[config.mk]
export PLATFORM = sky130hd
export DESIGN_NAME = qlab5_sys_mem_reader
export DESIGN_NICKNAME = d
export VERILOG_FILES = /design/src/rtl/qlab5_sys_mem_reader.sv
export SDC_FILE = /design/constraint.sdc
export NUM_CORES = 1
export LEC_CHECK = 0
export CAP_MARGIN = 20
export CELL_PAD_IN_SITES_DETAIL_PLACEMENT = 0
export CELL_PAD_IN_SITES_GLOBAL_PLACEMENT = 1
export CORE_MARGIN = 3
export CORE_UTILIZATION = 47
export CTS_BUF_LIST = sky130_fd_sc_hd__clkbuf_8
export DETAILED_ROUTE_END_ITERATION = 8
export GPL_TIMING_DRIVEN = 0
export HOLD_SLACK_MARGIN = 0.03
export PLACE_DENSITY = 0.95
export SYNTH_ARGS = -nofsm -noshare
export SYNTH_HDL_FRONTEND = slang
export SYNTH_SLANG_ARGS = --single-unit
[constraint.sdc]
create_clock -name clk -period 4.4 [get_ports clk]
set_clock_uncertainty 0.05 [all_clocks]
set_input_delay 0.88 -clock clk [delete_from_list [all_inputs] [get_ports clk]]
set_output_delay 0.88 -clock clk [all_outputs]
set_load 0.02 [all_outputs]
[src/rtl/qlab5_sys_mem_reader.sv]
// qlab5_sys_mem_reader
//
// Avalon-MM read master that streams a block of consecutive words out of the
// single-port on-chip RAM (1-cycle read latency) onto a ready/valid stream.
// A small credit-managed FIFO absorbs consumer backpressure. A read is only
// issued when the FIFO is guaranteed to have room for its data.
//
// Ports:
//   clk, reset_n          single rising-edge clock, synchronous active-low reset
//   start                 1-cycle command pulse, honoured only when idle
//   base_addr, length     first word address and word count (0..2^ADDR_W)
//   busy, done            activity flag and 1-cycle completion pulse
//   mem_*                 Avalon-MM master towards the RAM s2 slave
//   st_data/valid/ready   output stream; st_last marks the final word

module qlab5_sys_mem_reader #(
  parameter int ADDR_W     = 11,
  parameter int DATA_W     = 32,
  parameter int FIFO_DEPTH = 4
) (
  input  logic              clk,
  input  logic              reset_n,
  input  logic              start,
  input  logic [ADDR_W-1:0] base_addr,
  input  logic [ADDR_W:0]   length,
  output logic              busy,
  output logic              done,
  output logic [ADDR_W-1:0] mem_address,
  output logic              mem_chipselect,
  output logic              mem_write,
  output logic [3:0]        mem_byteenable,
  output logic              mem_clken,
  input  logic [DATA_W-1:0] mem_readdata,
  output logic [DATA_W-1:0] st_data,
  output logic              st_valid,
  input  logic              st_ready,
  output logic              st_last
);

  localparam int PTR_W = $clog2(FIFO_DEPTH);
  localparam int CNT_W = PTR_W + 1;
  localparam logic [CNT_W:0]  DEPTH_C = (CNT_W + 1)'(FIFO_DEPTH);
  localparam logic [ADDR_W:0] LEN_ONE = (ADDR_W + 1)'(1);

  typedef enum logic [1:0] {
    IDLE,
    RUN,
    DRAIN
  } state_t;

  state_t              state_q, state_d;
  logic [ADDR_W-1:0]   base_q, base_d;
  logic [ADDR_W:0]     len_q, len_d;
  logic [ADDR_W:0]     issued_q, issued_d;
  logic [ADDR_W:0]     delivered_q, delivered_d;
  logic                inflight_q, inflight_d;
  logic                last_sent_q, last_sent_d;
  logic                zero_done_q, zero_done_d;
  logic [PTR_W-1:0]    wr_ptr_q, wr_ptr_d;
  logic [PTR_W-1:0]    rd_ptr_q, rd_ptr_d;
  logic [CNT_W-1:0]    count_q, count_d;
  logic [DATA_W-1:0]   fifo_mem_q [FIFO_DEPTH];
  logic [DATA_W-1:0]   fifo_mem_d [FIFO_DEPTH];

  logic                fifo_empty;
  logic                push;
  logic                pop;
  logic                issue;
  logic                drain_done;
  logic                is_last_word;
  logic [CNT_W:0]      credit_used;

  assign fifo_empty = (count_q == '0);
  assign st_valid   = !fifo_empty;
  assign st_data    = fifo_mem_q[rd_ptr_q];
  assign pop        = st_valid && st_ready;

  // Data for a read issued last cycle is on mem_readdata now.
  assign push = inflight_q;

  // Credits: a slot is reserved for every word already in the FIFO and for
  // the word still in flight, so a capture can never find the FIFO full.
  assign credit_used = {1'b0, count_q} + {{CNT_W{1'b0}}, inflight_q};
  assign issue       = (state_q == RUN) && (credit_used < DEPTH_C);

  assign is_last_word = (delivered_q == len_q - LEN_ONE);
  assign st_last      = st_valid && is_last_word;

  assign drain_done = (state_q == DRAIN) && fifo_empty && !inflight_q && last_sent_q;

  // busy drops in the same cycle done pulses.
  assign done = zero_done_q || drain_done;
  assign busy = (state_q != IDLE) && !drain_done;

  assign mem_chipselect = issue;
  assign mem_address    = base_q + issued_q[ADDR_W-1:0];
  assign mem_write      = 1'b0;
  assign mem_byteenable = 4'hF;
  assign mem_clken      = 1'b1;

  always_comb begin
    state_d     = state_q;
    base_d      = base_q;
    len_d       = len_q;
    issued_d    = issued_q;
    delivered_d = delivered_q;
    last_sent_d = last_sent_q;
    wr_ptr_d    = wr_ptr_q;
    rd_ptr_d    = rd_ptr_q;
    count_d     = count_q;
    fifo_mem_d  = fifo_mem_q;
    inflight_d  = issue;
    zero_done_d = 1'b0;

    case (state_q)
      IDLE: begin
        // A zero-length request still owes a done pulse; while that pulse
        // is pending any further start is ignored.
        if (start && !zero_done_q) begin
          if (length == '0) begin
            zero_done_d = 1'b1;
          end else begin
            base_d      = base_addr;
            len_d       = length;
            issued_d    = '0;
            delivered_d = '0;
            last_sent_d = 1'b0;
            state_d     = RUN;
          end
        end
      end
      RUN: begin
        if (issue) begin
          issued_d = issued_q + LEN_ONE;
          if (issued_q == len_q - LEN_ONE) begin
            state_d = DRAIN;
          end
        end
      end
      DRAIN: begin
        if (drain_done) begin
          state_d = IDLE;
        end
      end
      default: state_d = IDLE;
    endcase

    if (push) begin
      fifo_mem_d[wr_ptr_q] = mem_readdata;
      wr_ptr_d             = wr_ptr_q + PTR_W'(1);
    end

    if (pop) begin
      rd_ptr_d    = rd_ptr_q + PTR_W'(1);
      delivered_d = delivered_q + LEN_ONE;
      if (is_last_word) begin
        last_sent_d = 1'b1;
      end
    end

    if (push && !pop) begin
      count_d = count_q + CNT_W'(1);
    end else if (!push && pop) begin
      count_d = count_q - CNT_W'(1);
    end
  end

  // Reset also flushes the FIFO and drops the in-flight marker, so data that
  // returns just after reset is never captured.
  always_ff @(posedge clk) begin
    if (!reset_n) begin
      state_q     <= IDLE;
      base_q      <= '0;
      len_q       <= '0;
      issued_q    <= '0;
      delivered_q <= '0;
      inflight_q  <= 1'b0;
      last_sent_q <= 1'b0;
      zero_done_q <= 1'b0;
      wr_ptr_q    <= '0;
      rd_ptr_q    <= '0;
      count_q     <= '0;
      fifo_mem_q  <= '{default: '0};
    end else begin
      state_q     <= state_d;
      base_q      <= base_d;
      len_q       <= len_d;
      issued_q    <= issued_d;
      delivered_q <= delivered_d;
      inflight_q  <= inflight_d;
      last_sent_q <= last_sent_d;
      zero_done_q <= zero_done_d;
      wr_ptr_q    <= wr_ptr_d;
      rd_ptr_q    <= rd_ptr_d;
      count_q     <= count_d;
      fifo_mem_q  <= fifo_mem_d;
    end
  end

endmodule
After elaboration in Yosys (flattened, before gate mapping):

Cells that the tools add are included.

* register bits after elaboration: 187
* output and inout bits: 54

* reductions and logical operators: 30
* bitwise operators: 3
* add/sub/neg operators: 9
* multiplexer cells: 26
* equal/unequal tests: 10
* $lt $le $gt $ge: 4

Operator list (number)
* $bwmux W128: 1
* $mux W32: 3
* $bmux W32 S2: 1
* $demux W32 S2: 1
* $mux W12: 5
* $add A12 B1 Y12 const B: 2
* $eq A12 B12 Y1: 2
* $pmux W12 S2: 1
* $logic_not A12 Y1: 1
* $sub A12 B1 Y12 const B: 1
* $add A11 B11 Y11: 1
* $logic_and A1 B1 Y1: 11
* $mux W2: 5
* $ne A2 B2 Y1 const B: 5
* $reduce_bool A2 Y1: 5
* $reduce_and A3 Y1: 3
* $ge A3 B3 Y1 const B: 2
* $mux W1: 6
* $mux W3: 2
* $not A2 Y3: 2
* $pmux W2 S3: 1
* $logic_not A1 Y1: 5
* $reduce_and A5 Y1: 1
* $add A2 B1 Y2 const B: 2
* 13 further kinds: 13

Logic depth before layout (Yosys ltp):

Gate-level depths: netlist of run 1.

* word-level depth: 6
* mapped depth: 11

Least setup slack after synthesis of run 1:

Ideal clock, no wire load.

* kind: reg-to-output
* start point: register len_q[0]
* end point: output st_last
* slack: 1.350 ns
* path buffers: 1
* cell stages (with the launch flop): 10
* arrival time: 2.120 ns
* cells stage by stage: dfxtp_1 buf_2 inv_1 ha_1 nor3b_2 xnor2_1 mux2i_1 nor4_1 nand4_1 nor2_1

* word-level cells in the longest chain between the ends: 3

Ends and longest elaborated chain
* start: declaration: RTL line 53 `logic [ADDR_W:0] len_q, len_d;`
* start signal: assignment: RTL line 187 `len_q <= len_d;`
* $sub A12 B1 Y12: RTL line 86 `assign is_last_word = (delivered_q == len_q - LEN_ONE);`
* $eq A12 B12 Y1: RTL line 86
* $logic_and A1 B1 Y1: RTL line 87 `assign st_last = st_valid && is_last_word;`
* end: declaration: RTL line 37 `output logic st_last`

No other way between the ends.

Worst setup path after layout of run 1:

* start point: register issued_q[1]
* end point: output mem_address[9]

* word-level cells in the longest chain between the ends: 1

Ends and longest elaborated chain
* start: declaration: RTL line 54 `logic [ADDR_W:0] issued_q, issued_d;`
* start signal: assignment: RTL line 188 `issued_q <= issued_d;`
* $add A11 B11 Y11: RTL line 96 `assign mem_address = base_q + issued_q[ADDR_W-1:0];`
* end: declaration: RTL line 28 `output logic [ADDR_W-1:0] mem_address,`

No other way between the ends.

==> results.md, run 1 <==
- Run status: finished, final reports clean
- Startpoint types: flip-flop
- Die width: 148 um
- Largest net degree at the start of global routing: 21
- Slew margin rel.: 35.0%
- DRC: 0
- Power density cells: roughly 350 nW/um^2
- Synthesized flop and latch total: 187
- Row count: 51
- Longest Clk Path Bufs: 2
- Final Power: 0.00399 W
- Clock sink total: 187
- Max-cap viol count: 0
- P&R area growth vs syn: 19.7%
- YS warnings: 0
- Final Hold Vio Count: 0
- Fmax: 0.239 GHz
- Layout cell share with drive strength beyond 1: 7.54%
- Initial Util: 48.2%
- Cts bufs inserted: 17
- Primary FF master, synth: dfxtp_1
- First drt pass iteration count: 5
- Cells after synthesis: 1105
- Antenna violations before repair: 0
- TritonCTS clock tree: yes
- Arrival time at the worst endpoint: ~3300 ps
- First-pass GRT wire length: 40100 um
- Drt total wl: 24600 um
- Hold Crit Class: reg -> reg
- FFs w/ async S/R, synth: 0%
- H-tree depth: 4
- Commonest non-fill, non-tap cell in the layout: nand2_1
- Via count: 8179
- Pleak: around 3.8 nW
- CORE AREA: 19600 sq um
- Post-synth EDFFs: 0
- CTS clk-pin slew, worst paths: 110 ps
- Num ports: 113
- Via density: 5.41
- Worst-Margin Slew: 966 ps
- CTS Root Cell: clkbuf_8
- Sequential-to-total area share from yosys stat: 39.7%
- Post-DR wirelength/cell: 16.3 um
- Distinct cells, synth: 67
- Ant diodes: 0
- PortBufs: about 110
- Setup TNS after final layout: 0 ps
- Fin worst setup slack: about 210 ps
- Die area: 21800 sq um
- Crit path time final: roughly 4200 ps
- Final Wtd Congestion: 0.870
- Period utilisation layout: a little over nine tenths
- WP data required: 3470 ps
- Final setup fails: 0
- GRT Overall Usage: 22.9%
- Mapped Avg Cell Area: 8.54 sq um
- Critical path type: reg -> out
- Setup WS pre-CTS: 427 ps
- Most frequent cells in the layout: nand2_1 (335), dfxtp_1 (187), a21boi_0 (155), clkdlybuf4s50_1 (104), clkbuf_1 (65)
- NumNets Final: 1313
- Post-Syn Area: 9440 sq um
- Final slew viol count: 0
- Initial DRC count: 589
- Max VDD drop: 0.212 mV
- Post-DRT Antenna Nets: 0
- Vert. Die Dim: approximately 150 um
- Vias in the first global route: 7916
- CP endpoint kind: primary output
- Fillers: 1778
- Grt ovf: 0
- RSZ-0062 raised after global routing: false
- Final HPWL DP: about 18000 um
- Clock latency on the worst-skew pair: 470 ps
- Crit-path max FO: 6
[per-layer routing]
metal	vias to the layer above	GRT usage, %	routed length (um)
li1	4040	-	-
met1	3891	30.9	11200
met2	219	37.9	11500
met3	29	3.89	1500
met4	0	6.85	390
met5	-	0	0
[cells by family (layout without fill, tap and decap cells)]
| group | count (synthesis) | after routing | synth area share (%) |
|---|---|---|---|
| other | 2 | 6 | 0.0796 |
| and+or+nand+nor | 476 | 476 | 22.3 |
| AOI/OAI and AO/OA | 240 | 240 | 18.5 |
| adders and majority gates | 20 | 20 | 2.81 |
| muxes | 37 | 37 | 8.17 |
| buffers and inverters | 101 | 239 | 4.60 |
| xor gates and xnor gates | 42 | 42 | 3.90 |
| DFF | 187 | 187 | 39.7 |
[state kept, by name, indices dropped and copies added, names as in the netlist]
| signal | cells |
|---|---|
| len_q | 12 |
| fifo_mem_q | 128 |
| base_q | 11 |
| issued_q | 12 |
| rd_ptr_q | 2 |
| state_q | 2 |
| inflight_q | 1 |
| count_q | 3 |
| last_sent_q | 1 |
| zero_done_q | 1 |
| wr_ptr_q | 2 |
| delivered_q | 12 |
[worst paths after layout]
kind / from / depth (start not counted) / slack, ps / endpoint
hold reg to reg: fifo_mem_q[47] / 2 / 420 / fifo_mem_q[47]
setup reg to reg: count_q[0] / 11 / 1040 / count_q[2]
hold / removal: fifo_mem_q[47] / 2 / 420 / fifo_mem_q[47]
setup / recovery: issued_q[1] / 8 / 210 / mem_address[9]
[cell type report]
class / count / area (sq um) / share of cell area (%)
Multi-Input combinational cell: 821 / 5290 / 46.8
Clock inverter: 15 / 194 / 1.72
Clock buffer: 17 / 234 / 2.07
Timing Repair Buffer: 106 / 1060 / 9.40
Tap cell: 265 / 332 / 2.94
Inverter: 16 / 60.1 / 0.532
Buffer: 85 / 383 / 3.39
Sequential cell: 187 / 3740 / 33.1
[cells in the mapped netlist (all sizes together) (2+ instances only)]
| master | number | area (sq um) |
|---|---|---|
| nand2 | 335 | 1260 |
| dfxtp | 187 | 3740 |
| a21boi | 155 | 1160 |
| clkbuf | 65 | 244 |
| nor2 | 35 | 131 |
| mux4 | 32 | 721 |
| o21ai | 26 | 130 |
| xnor2 | 26 | 228 |
| buf | 20 | 130 |
| and2 | 18 | 113 |
| ha | 18 | 225 |
| inv | 16 | 60.1 |
| xor2 | 16 | 140 |
| nand4 | 12 | 75.1 |
| nor3 | 12 | 60.1 |
| a21oi | 11 | 55.1 |
| nor4 | 11 | 105 |
| nand3 | 10 | 50.1 |
| nor2b | 8 | 50.1 |
| a31oi | 7 | 43.8 |
| and3 | 7 | 43.8 |
| nand2b | 6 | 37.5 |
| o211ai | 6 | 45.0 |
| mux2i | 5 | 50.1 |
| or4 | 5 | 45.0 |
| a21o | 4 | 30.0 |
| or3 | 4 | 25.0 |
| nand3b | 3 | 22.5 |
| o2111ai | 3 | 26.3 |
| o311ai | 3 | 26.3 |
| a2111o | 2 | 22.5 |
| a2111oi | 2 | 17.5 |
| a311oi | 2 | 23.8 |
| and4 | 2 | 17.5 |
| and4b | 2 | 20.0 |
| conb | 2 | 7.51 |
| fa | 2 | 40.0 |
| nor3b | 2 | 20.0 |
| o21bai | 2 | 15.0 |
| o22ai | 2 | 12.5 |
| o31ai | 2 | 15.0 |
| or3b | 2 | 17.5 |
[through the flow]
step | cells | utilization, % | instance area, sq um | hold WS (ps)
floorplan | 1109 | - | 9450 | 390
global placement | 1479 | 55.3 | 10800 | 396
detailed placement | 1479 | 55.3 | 10800 | 407
CTS | 1511 | 57.6 | 11300 | 421
global route | 1512 | 57.6 | 11300 | 438
finish | 1512 | 57.6 | 11300 | 420
[critical path, cell delays in order, from the launching register on]
cell             delay (ps)
dfxtp_1                 490
ha_1                    290
a21o_1                  180
a21oi_1                 210
o21ai_0                 160
or4_1                   460
a211o_1                 280
o211ai_1                 90
clkdlybuf4s50_1         620
[power breakdown]
part	switching (W)	total (W)	internal (W)
sequential	0.0000548	0.00181	0.00176
clock	0.000721	0.00121	0.000491
combinational	0.000537	0.000962	0.000425
[timing repair]
action                                  CTS  global route
gates resized for setup                   4             2
pin swaps                                 0             0
buffers inserted                          0             1
endpoints found under the setup margin   31             1
gates cloned                              0             0
hold buffers                              0             0
(Power assumes the default switching activity.)
==> run 2: changes to the inputs <==
CORE_UTILIZATION = 45   (was 47)
PLACE_DENSITY = 0.94   (was 0.95)
==> results.md, run 2 (same netlist as run 1, synthesis figures left out) <==
- Arrival time at the worst endpoint: 3250 ps (about the same)
- Drt total wl: 24800 um (+0.80%)
- DRC: 0 (unchanged)
- Cts bufs inserted: 17 (unchanged)
- Final Wtd Congestion: 0.862 (-0.92%)
- Num ports: 113 (unchanged)
- Max reg flops: 128 (unchanged)
- Initial DRC count: 575 (-2.4%)
- Final slew viol count: 0 (unchanged)
- Sequential fraction of design power: 45.4% (about the same)
- Hold-fix buffers, CTS: 0 (unchanged)
- R2R depth: 11 (unchanged)
- Longest Clk Path Bufs: 2 (unchanged)
- Critical path type: reg -> out
- PortBufs: 105 (unchanged)
- First drt pass iteration count: 6 (+1)
- TritonCTS clock tree: yes
- Initial Util: 46.2% (-2.0 points)
- Vias in the first global route: 7915 (-0.013%)
- Vert. Die Dim: 151 um (+2.1%)
- Max-cap viol count: 0 (unchanged)
- Fmax: 0.239 GHz (+0.33%)
- NumNets Final: 1315 (+0.15%)
- Pleak: 3.83 nW (about the same)
- Final Power: 0.00399 W (+0.21%)
- Most frequent cells in the layout: nand2_1 (335), dfxtp_1 (187), a21boi_0 (155), clkdlybuf4s50_1 (104), clkbuf_1 (65)
- Via density: 5.39 (-0.39%)
- Final HPWL DP: 17800 um (about the same)
- Pint: 0.00271 W (+1.5%)
- Period utilisation layout: 95.0% (-0.31 points)
- Fillers: 1940 (+9.1%)
- Startpoint types: flip-flop
- Hold Slack: 418 ps (-2.29 ps)
- Hold Crit Class: reg -> reg
- CTS Root Cell: clkbuf_8
- Post-DR wirelength/cell: 16.3 um (+0.34%)
- Via count: 8185 (+0.073%)
- Final Hold Vio Count: 0 (unchanged)
- Max VDD drop: 0.203 mV (-4.1%)
- Die width: 151 um (+2.1%)
- Final setup fails: 0 (unchanged)
- Power density cells: 353 nW/um^2 (+0.13%)
- Post-DRT Antenna Nets: 0 (unchanged)
- Clock sink total: 187 (unchanged)
- CORE AREA: 20400 sq um (+4.3%)
- Commonest non-fill, non-tap cell in the layout: nand2_1
- Row count: 52 (+2.0%)
- Largest net degree at the start of global routing: 19 (-9.5%)
- Die area: 22700 sq um (+4.3%)
- First-pass GRT wire length: 39900 um (-0.57%)
- RSZ-0062 raised after global routing: false
- Top reg by flops: fifo_mem_q
- Crit path time final: 4180 ps (-13.8 ps)
- WP data required: 3470 ps (about the same)
- GRT Overall Usage: 22.1% (-0.80 points)
- Clock latency on the worst-skew pair: 470 ps (about the same)
- CTS clk-pin slew, worst paths: 110 ps (about the same)
- Run status: finished, final reports clean
- Clock share of power: 30.3% (about the same)
- Worst-Margin Slew: 1000 ps (+37.2 ps)
- NetSw: 0.00128 W (-2.4%)
- Crit-path max FO: 6 (unchanged)
- P&R area growth vs syn: 19.8% (about the same)
- Hold path depth: 2 (unchanged)
- CP endpoint kind: primary output
- Antenna violations before repair: 1 (+1)
- Grt ovf: 0 (unchanged)
- Slew margin rel.: 32.5% (-2.5 points)
- Comb pwr share: 24.4% (+0.3 points)
- Layout cell share with drive strength beyond 1: 7.61% (+0.068 points)
- Ant diodes: 0 (unchanged)
- H-tree depth: 4 (unchanged)
- Switching share of total power: 32.1% (-0.86 points)
- Setup TNS after final layout: 0 ps (unchanged)
[run 2: cell types whose count changed in the layout (fill, tap and decap cells not counted), sizes merged]
cell,before,now
clkinv,5,2
clkinvlp,1,4
buf,20,22
bufinv,1,2
inv,24,23
[run 2: critical path, cell delays in order, from the launching register on]
cell             delay, ps
dfxtp_1                480
ha_1                   290
a21o_1                 180
a21oi_1                220
o21ai_0                160
or4_1                  460
a211o_1                280
o211ai_1                90
clkdlybuf4s50_1        620
[run 2: metrics by stage]
stage	utilization [%]	area (sq um)	cells	setup slack [ps]
after floorplan	-	9450	1109	1350
final	55.3	11300	1519	222
after global routing	55.3	11300	1519	48.8
after global placement	53.1	10800	1484	412
after CTS	55.2	11300	1516	49.7
after detailed placement	53.1	10800	1484	401
[run 2: layout make-up]
cell class | instances | area, sq um | area share [%]
repair buffers | 108 | 1080 | 9.52
well taps | 270 | 338 | 2.99
plain buffers | 85 | 383 | 3.39
inverters | 16 | 60.1 | 0.531
clock inverters | 15 | 181 | 1.61
clock buffers | 17 | 234 | 2.07
flip-flops and latches | 187 | 3740 | 33.1
multi-input cells | 821 | 5290 | 46.8
[run 2: per-layer routing]
layer	GRT usage, %	wire [um]	vias to the layer above
li1	-	-	4039
met1	29.9	11500	3855
met2	36.2	11500	259
met3	4.22	1460	30
met4	6.30	341	2
met5	0	13	-
[run 2: power groups by stage]
stage                     Combinational [W]  Sequential (W)  Clock (W)
final                              0.000973         0.00181    0.00121
after detailed placement           0.000961         0.00185          0
after global routing                0.00106         0.00182    0.00130
after CTS                          0.000970         0.00181    0.00123
after global placement             0.000949         0.00185          0
after floorplan                    0.000633         0.00183          0
[run 2: repair_timing]
item,4_1_cts,5_1_grt
buffers inserted,0,3
resized for setup,5,1
setup endpoints to repair,31,1
[run 2: path summary, 6_finish.rpt]
| kind | end | from | slack (ps) |
|---|---|---|---|
| hold reg to reg | fifo_mem_q[90] | fifo_mem_q[90] | 420 |
| setup / recovery | mem_address[9] | issued_q[1] | 220 |
| setup reg to reg | count_q[2] | count_q[0] | 1030 |
| hold / removal | fifo_mem_q[90] | fifo_mem_q[90] | 420 |
